===== config.mk =====
export PLATFORM = sky130hd
export DESIGN_NAME = asym_ram_wr_packer
export DESIGN_NICKNAME = d
export VERILOG_FILES = /design/src/rtl/asym_ram_pkg.sv /design/src/rtl/asym_ram_lane_acc.sv /design/src/rtl/asym_ram_wr_packer.sv
export SDC_FILE = /design/constraint.sdc
export NUM_CORES = 1
export LEC_CHECK = 0
export BUFFER_PORTS_ARGS = -buffer_cell sky130_fd_sc_hd__buf_2
export CAP_MARGIN = 20
export CORE_MARGIN = 3
export CORE_UTILIZATION = 57
export CTS_CLUSTER_SIZE = 25
export DETAILED_ROUTE_END_ITERATION = 8
export GPL_ROUTABILITY_DRIVEN = 0
export HOLD_SLACK_MARGIN = 0.03
export PLACE_DENSITY = 0.91
export SLEW_MARGIN = 40
export SYNTH_ARGS = -nofsm -noshare
export SYNTH_HDL_FRONTEND = slang
export SYNTH_HIERARCHICAL = 1
export SYNTH_SLANG_ARGS = --single-unit

===== constraint.sdc =====
create_clock -name clkA -period 3.17 [get_ports clkA]
set_input_delay 0.317 -clock clkA [delete_from_list [all_inputs] [get_ports clkA]]
set_output_delay 0.317 -clock clkA [all_outputs]
set_load 0.01 [all_outputs]

===== src/rtl/asym_ram_pkg.sv =====
// Shared state encoding and sizing helpers for the asymmetric RAM write-side packer.
package asym_ram_pkg;

   typedef enum logic [1:0] {
      IDLE,
      ACTIVE,
      FLUSH
   } state_t;

   localparam int DEF_WIDTHB = 8;
   localparam int DEF_WIDTHA = 16;

   function automatic int clog2(input int value);
      int result;
      result = 0;
      for (int v = value - 1; v > 0; v = v >> 1) begin
         result++;
      end
      return result;
   endfunction

   function automatic int lane_ratio(input int width_a, input int width_b);
      return width_a / width_b;
   endfunction

   localparam int DEF_RATIO = lane_ratio(DEF_WIDTHA, DEF_WIDTHB);

endpackage


===== src/rtl/asym_ram_lane_acc.sv =====
// Byte-lane accumulator: collects bytes by lane index and presents the word that
// would be written now, with every lane not yet filled replaced by PAD.
module asym_ram_lane_acc
   import asym_ram_pkg::*;
#(
   parameter int                WIDTHB = DEF_WIDTHB,
   parameter int                RATIO  = DEF_RATIO,
   parameter int                LANEW  = 1,
   parameter logic [WIDTHB-1:0] PAD    = '0
) (
   input  logic                    clk,
   input  logic                    rst,
   input  logic                    load,
   input  logic [LANEW-1:0]        lane,
   input  logic [WIDTHB-1:0]       data,
   output logic [RATIO*WIDTHB-1:0] word
);

   logic [WIDTHB-1:0] lanes [RATIO];

   always_ff @(posedge clk) begin
      if (rst) begin
         for (int k = 0; k < RATIO; k++) begin
            lanes[k] <= '0;
         end
      end else if (load) begin
         lanes[lane] <= data;
      end
   end

   // Lanes above the current index may hold stale bytes from an older word, so they are masked.
   always_comb begin
      word = '0;
      for (int k = 0; k < RATIO; k++) begin
         if (k < int'(lane)) begin
            word[k*WIDTHB +: WIDTHB] = lanes[k];
         end else if (k == int'(lane) && load) begin
            word[k*WIDTHB +: WIDTHB] = data;
         end else begin
            word[k*WIDTHB +: WIDTHB] = PAD;
         end
      end
   end

endmodule


===== src/rtl/asym_ram_wr_packer.sv =====
// Packs a byte stream into WIDTHA-wide words and drives the write port of the
// asymmetric RAM with an auto-incrementing, wrapping address.
module asym_ram_wr_packer
   import asym_ram_pkg::*;
#(
   parameter int                WIDTHB     = DEF_WIDTHB,
   parameter int                WIDTHA     = DEF_WIDTHA,
   parameter int                RATIO      = lane_ratio(WIDTHA, WIDTHB),
   parameter int                ADDRWIDTHA = 8,
   parameter int                SIZEA      = 256,
   parameter logic [WIDTHB-1:0] PAD        = '0
) (
   input  logic                  clkA,
   input  logic                  rst,
   input  logic                  start,
   input  logic [ADDRWIDTHA-1:0] base_addr,
   input  logic                  flush,
   input  logic                  stop,
   input  logic                  in_valid,
   input  logic [WIDTHB-1:0]     in_data,
   output logic                  in_ready,
   output logic                  enaA,
   output logic                  weA,
   output logic [ADDRWIDTHA-1:0] addrA,
   output logic [WIDTHA-1:0]     diA,
   output logic [ADDRWIDTHA:0]   word_cnt,
   output logic                  wrap,
   output logic                  busy
);

   localparam int                    LANEW     = (clog2(RATIO) > 0) ? clog2(RATIO) : 1;
   localparam logic [LANEW-1:0]      LAST_LANE = LANEW'(RATIO - 1);
   localparam logic [ADDRWIDTHA-1:0] LAST_ADDR = ADDRWIDTHA'(SIZEA - 1);

   if (!((RATIO == 2 || RATIO == 4) && WIDTHA == RATIO * WIDTHB)) begin : g_bad_config
      $error("asym_ram_wr_packer: WIDTHA must be exactly 2 or 4 times WIDTHB");
   end

   state_t                  state;
   state_t                  next_state;
   logic [LANEW-1:0]        lane;
   logic [ADDRWIDTHA-1:0]   ptr;
   logic                    stop_pending;
   logic                    wrap_pending;
   logic                    accept;
   logic                    completes;
   logic                    do_flush;
   logic                    pad_write;
   logic                    write_now;
   logic [WIDTHA-1:0]       word;

   assign accept    = in_valid && in_ready;
   assign completes = accept && (lane == LAST_LANE);
   assign do_flush  = (state == ACTIVE) && (flush || stop);
   assign pad_write = do_flush && !completes && (accept || (lane != '0));
   assign write_now = completes || pad_write;

   asym_ram_lane_acc #(
      .WIDTHB (WIDTHB),
      .RATIO  (RATIO),
      .LANEW  (LANEW),
      .PAD    (PAD)
   ) u_lane_acc (
      .clk  (clkA),
      .rst  (rst),
      .load (accept),
      .lane (lane),
      .data (in_data),
      .word (word)
   );

   always_comb begin
      next_state = state;
      unique case (state)
         IDLE:    if (start) next_state = ACTIVE;
         ACTIVE:  if (flush || stop) next_state = FLUSH;
         FLUSH:   next_state = stop_pending ? IDLE : ACTIVE;
         default: next_state = IDLE;
      endcase
   end

   // wrap is raised on the first write after the pointer rolled over, i.e. the write at address 0.
   always_ff @(posedge clkA) begin
      if (rst) begin
         state        <= IDLE;
         lane         <= '0;
         ptr          <= '0;
         stop_pending <= 1'b0;
         wrap_pending <= 1'b0;
         in_ready     <= 1'b0;
         busy         <= 1'b0;
         enaA         <= 1'b0;
         weA          <= 1'b0;
         addrA        <= '0;
         diA          <= '0;
         word_cnt     <= '0;
         wrap         <= 1'b0;
      end else begin
         state    <= next_state;
         in_ready <= (next_state == ACTIVE);
         busy     <= (next_state != IDLE);
         enaA     <= write_now;
         weA      <= write_now;
         wrap     <= write_now && wrap_pending;

         if (state == IDLE && start) begin
            ptr          <= base_addr;
            word_cnt     <= '0;
            wrap_pending <= 1'b0;
         end

         if (do_flush) begin
            stop_pending <= stop;
         end

         if (write_now) begin
            addrA        <= ptr;
            diA          <= word;
            wrap_pending <= (ptr == LAST_ADDR);
            ptr          <= (ptr == LAST_ADDR) ? '0 : ptr + 1'b1;
            if (word_cnt != '1) begin
               word_cnt <= word_cnt + 1'b1;
            end
         end

         if (state == IDLE || do_flush || completes) begin
            lane <= '0;
         end else if (accept) begin
            lane <= lane + 1'b1;
         end
      end
   end

endmodule


== Word-level counts from Yosys, hierarchy flattened ==
Memories as Yosys holds them, arrays and structs flattened. A register that Yosys moved wholly into a read port is not among the register bits.
Cells that the tools add are included.
Word-level totals
  output and inout port bits: 38
  bits in writable memories: 16
  memories: 1
  bits in registers: 50
  word-level logic and storage cells: 65
Memories
  u_lane_acc.lanes: depth 2, width 8, rd ports 1, clocked after memory_dff 1, write ports 2, RTL line asym_ram_lane_acc.sv:19  | logic [WIDTHB-1:0] lanes [RATIO];
Cells by class
  bitwise logic cells: 1
  magnitude comparators: 1
  reductions and logical operators: 19
  mux-type cells: 23
  add/subtract/negate cells: 3
  equality and inequality tests: 5
Operators by type and width (count)
  8-bit 2-to-1 mux: 7
  9-bit 2-to-1 mux: 3
  1-bit 2-to-1 mux: 10
  9-bit by 1-bit adder with 9-bit output, second input constant: 1
  9-bit inequality test, second input constant: 1
  8-bit by 1-bit adder with 8-bit output, second input constant: 1
  8-bit == test, second input constant: 1
  1-bit logical AND: 8
  8-bit OR reduction: 1
  2-bit one-hot mux with 3 select lines: 1
  1-bit logical OR: 5
  2-bit by 1-bit == test with 1-bit output, second input constant: 2
  2-bit 2-to-1 mux: 2
  2-bit nonzero test: 2
  2-bit == test, second input constant: 1
  2-bit zero test: 1
  2-bit OR reduction: 1
  1-bit adder, second input constant: 1
  1-bit zero test: 1
  1-bit less-than comparator, first input constant: 1
  1-bit NOT: 1

== Logic depth before layout (Yosys ltp) ==
  depth after elaboration: 7
  mapped depth: 7
  depth with buffers taken out: 7

== Modules after synthesis ==
Netlist, hierarchy kept.
Modules (own cells, without submodules)
  asym_ram_wr_packer: times used 1, cells each 261, area each 2159.6 um^2, sequential area each 1001.0 um^2
  asym_ram_lane_acc: times used 1, cells each 38, area each 483.0 um^2, sequential area each 240.2 um^2

== Worst setup path after synthesis ==
Ideal clock, no wire load.
  path kind: flip-flop to flip-flop
  start: register word_cnt[2]
  end: register word_cnt[0]
  period minus slack after synthesis: 1.628 ns
  slack: 1.542 ns
  library setup time: 0.124 ns
  buffers on the path: 0
  data required time: 3.046 ns
  arrival time: 1.504 ns
  stages on the path, launching flop included: 8
  path through: dfxtp_1 and3_1 nand3_1 nor2_1 ha_1 nor3_2 o21bai_2 nor2_1
Between the ends
  longest elaborated chain between the ends: 3
Ends and longest elaborated chain
  from (decl): RTL line asym_ram_wr_packer.sv:26  | output logic [ADDRWIDTHA:0] word_cnt,
  from (signal assigned): RTL line asym_ram_wr_packer.sv:122  | word_cnt <= word_cnt + 1'b1;
  9-bit inequality test: RTL line asym_ram_wr_packer.sv:121  | if (word_cnt != '1) begin
  9-bit 2-to-1 mux: RTL line asym_ram_wr_packer.sv:121
  9-bit 2-to-1 mux: RTL line asym_ram_wr_packer.sv:116  | if (write_now) begin
No other way between the ends.
A chain may end at the register's enable or synchronous reset.

== Worst setup path after layout ==
  start: register state[0]
  end: register ptr[2]
Between the ends
  longest elaborated chain between the ends: 6
  elaborated cells between the ends (all ways): 9
Ends and longest elaborated chain
  from (decl): RTL line asym_ram_wr_packer.sv:39  | state_t state;
  from (signal assigned): RTL line asym_ram_wr_packer.sv:99  | state <= next_state;
  2-bit by 1-bit == test with 1-bit output: RTL line asym_ram_wr_packer.sv:54  | assign do_flush = (state == ACTIVE) && (flush || stop);
  1-bit logical AND: RTL line asym_ram_wr_packer.sv:54
  1-bit logical AND (2 in series): RTL line asym_ram_wr_packer.sv:55  | assign pad_write = do_flush && !completes && (accept || (lane != '0));
  1-bit logical OR: RTL line asym_ram_wr_packer.sv:56  | assign write_now = completes || pad_write;
  8-bit 2-to-1 mux or 2-bit nonzero test (tied branches)
  to (signal assigned): RTL line asym_ram_wr_packer.sv:107  | ptr <= base_addr;
  to (signal assigned): RTL line asym_ram_wr_packer.sv:120  | ptr <= (ptr == LAST_ADDR) ? '0 : ptr + 1'b1;
  to (decl): RTL line asym_ram_wr_packer.sv:42  | logic [ADDRWIDTHA-1:0] ptr;
Parallel ways exist; a longest one is shown, timed or not.

==> impl_metrics.json <==
{
  "status": "complete, no violations",
  "coreArea_sq_um": 4410,
  "rrSetupSlack_ns": 0.78,
  "postCtsSetupRepairBufs": 0,
  "hold_viol": 0,
  "yosysWarnings": 6,
  "start_util": 0.599,
  "antenna_found_initial": 0,
  "ys_ff_latch": 58,
  "clk_latency_ns": 0.33,
  "fin_util": 0.703,
  "peakVddDrop_v": 0.000361,
  "holdWs_ns": 0.256,
  "met1_length_um": 2770,
  "hp-class": "input pin to flop",
  "die_x_um": 74.1,
  "wl_um": 6310,
  "drcViolationCount": 0,
  "max_freq_mhz": 418,
  "stdcell_area_sq_um": 3100,
  "path_clk_slew_ns": 0.06,
  "synth_cells": 299,
  "synth_edf_count": 8,
  "clockBufferDepth": 2,
  "grt_pass1_vias": 2215,
  "async_flop_share": 0,
  "vias": 2358,
  "cts_hold_buf": 0,
  "grt_overflow": 0,
  "start_kind": "flop",
  "avgSynthCellArea_sq_um": 8.84,
  "clockRootBuffer": "clkbuf_8",
  "setup_violations": 0,
  "worst_pin_slew_ns": 0.750,
  "rsz0062_at_grt": "false",
  "synthTopCellsByArea": "dfxtp_1 (38%), nand2_1 (9.2%), edfxtp_1 (9.1%)",
  "crit_path_max_fanout": 28,
  "drtPass1Iterations": 4,
  "synth.distinct_cells": 49,
  "synth_top_area_share": 0.379,
  "synth_fp_nets": 324,
  "max_slew_margin": 0.499,
  "p_leak_uw": 0.00127,
  "fin_worst_skew_ns": 0.00540,
  "nNetsFinal": 379,
  "num_antenna_cells": 0,
  "p_int_uw": 1160,
  "cts_resized": 0,
  "worstSetupPathType": "flop to flop",
  "avgViaCountPerCell": 5.74,
  "power_frac_clock": 0.409,
  "syn_to_final_growth_pct": 17.4,
  "io_buffers": 59,
  "finalCritPeriodShare": 0.755,
  "cts_tree": "yes",
  "syn_area_sq_um": 2640,
  "die_y_um": 74.1,
  "required_ns": 3.44,
  "dr_wl_met2_um": 2960,
  "crit_arrival_ns": 2.66,
  "grt_max_degree": 36,
  "h-tree-depth": 3,
  "synth.largest_area_cell": "dfxtp_1",
  "seqPwrFrac": 0.512,
  "routedWlPerCell_um": 15.3,
  "power_frac_comb": 0.079,
  "finalCriticalPeriod_ns": 2.39,
  "cts_buffers": 9,
  "max-cap-violations": 0,
  "slew_violations": 0,
  "clock_sinks": 58,
  "endpoint_kind": "flop",
  "tns_ns": 0,
  "num_rows": 24,
  "die-area_sq_um": 5490,
  "dp_hpwl_um": 4210,
  "yosysSeqAreaShare": 0.470,
  "grt_first_pass_wirelength_um": 10300,
  "gr-usage-all-layers": 0.245,
  "met3_length_um": 367,
  "ios": 60,
  "switching_share": 0.243,
  "synth_ff_type": "dfxtp_1",
  "layout-drive-gt1-share": 0.262,
  "highest_layer": "met4",
  "switchingPower_uw": 372,
  "p_per_area_nw_per_um2": 493,
  "placed_area_sq_um": 2920,
  "initialDrtViolationCount": 163,
  "ant_nets": 0
}
[cells by family (layout without fill, tap and decap cells)]
logic type	count (synthesis)	count (layout)	share of synthesized area
compound gates	61	61	0.157
flops	58	58	0.470
simple gates	145	145	0.273
fa+ha+maj	3	3	0.0142
buf+inv	19	79	0.0412
mux	3	3	0.0118
xor+xnor	10	10	0.0331
[power by group through the flow]
stage	sequential (uW)	clock, uW	combinational (uW)
CTS	782	633	119
finish	783	625	121
detailed placement	797	0	116
global placement	796	0	112
global route	786	664	131
floorplan	795	0	83.6
[sequential cells by signal, indices dropped and copies added (netlist names), 2 cells and up]
register and count:
diA 16, addrA 8, state 2, ptr 8, u_lane_acc/lanes 8, word_cnt 9
[cell usage after synthesis (3+ instances only)]
library cell  instances
clkbuf_1              6
dfxtp_1              50
edfxtp_1              8
nor2_1               23
a22o_1                9
and2_1               12
a21oi_1              32
buf_2                 6
nor4_1                5
buf_4                 4
ha_1                  3
o21ai_0               4
nand2_1              65
nand3_1              10
or3_1                 3
and3_2                8
xnor2_1               8
[critical path, stage by stage (launching register included)]
cell and delay (ns):
dfxtp_1 0.38, nor2b_1 0.63, a31oi_4 0.26, nor2_4 0.56
mux2_1 0.38, a21oi_1 0.12
[placed cells by master (no fill, tap or decap), types with 2 or more instances in the layout]
cell type	n
a21oi_1	32
nor2_1	23
or2_1	2
or3_1	3
buf_4	3
dfxtp_1	50
buf_2	59
mux2i_1	2
nand2b_1	2
and2_1	12
clkinv_2	2
o22a_1	2
clkbuf_8	12
xor2_1	2
nand4_1	2
a22o_1	9
edfxtp_1	8
nand2_1	65
o21ai_0	4
nand3_1	10
o211ai_1	2
nor4_1	5
nand3b_1	2
a311oi_1	2
clkbuf_1	2
and3_2	8
xnor2_1	8
and3_1	2
ha_1	3
[through the flow]
| step | power (uW) | setup slack [ns] | cells |
|---|---|---|---|
| detailed placement | 914 | 0.875 | 395 |
| floorplan | 878 | 1.54 | 299 |
| CTS | 1530 | 0.821 | 411 |
| global route | 1580 | 0.655 | 411 |
| global placement | 908 | 1.00 | 395 |
| finish | 1530 | 0.775 | 411 |
[path summary, 6_finish.rpt]
check                    start  endpoint  depth (start not counted)
hold reg to reg       addrA[1]  addrA[1]                          2
setup reg to reg      state[0]    ptr[2]                          5
setup / recovery      state[0]    ptr[2]                          5
hold / removal    base_addr[7]    ptr[7]                          3
[area by class of cell]
class                      instances  area [sq um]
clock buffer                      14           173
timing repair buffer              62           318
clock inverter                     2          10.0
sequential                        58          1240
fill                             342          1310
multi-input combinational        222          1290
inverter                           1          3.75
tap                               52          65.1
[layer usage]
layer  GRT usage  vias to the layer above
met5           0                        -
met3      0.0595                       24
met2       0.364                       86
met1       0.317                     1104
met4       0.157                        0
li1            -                     1144
Note: power is estimated with default switching activity, not from simulation.
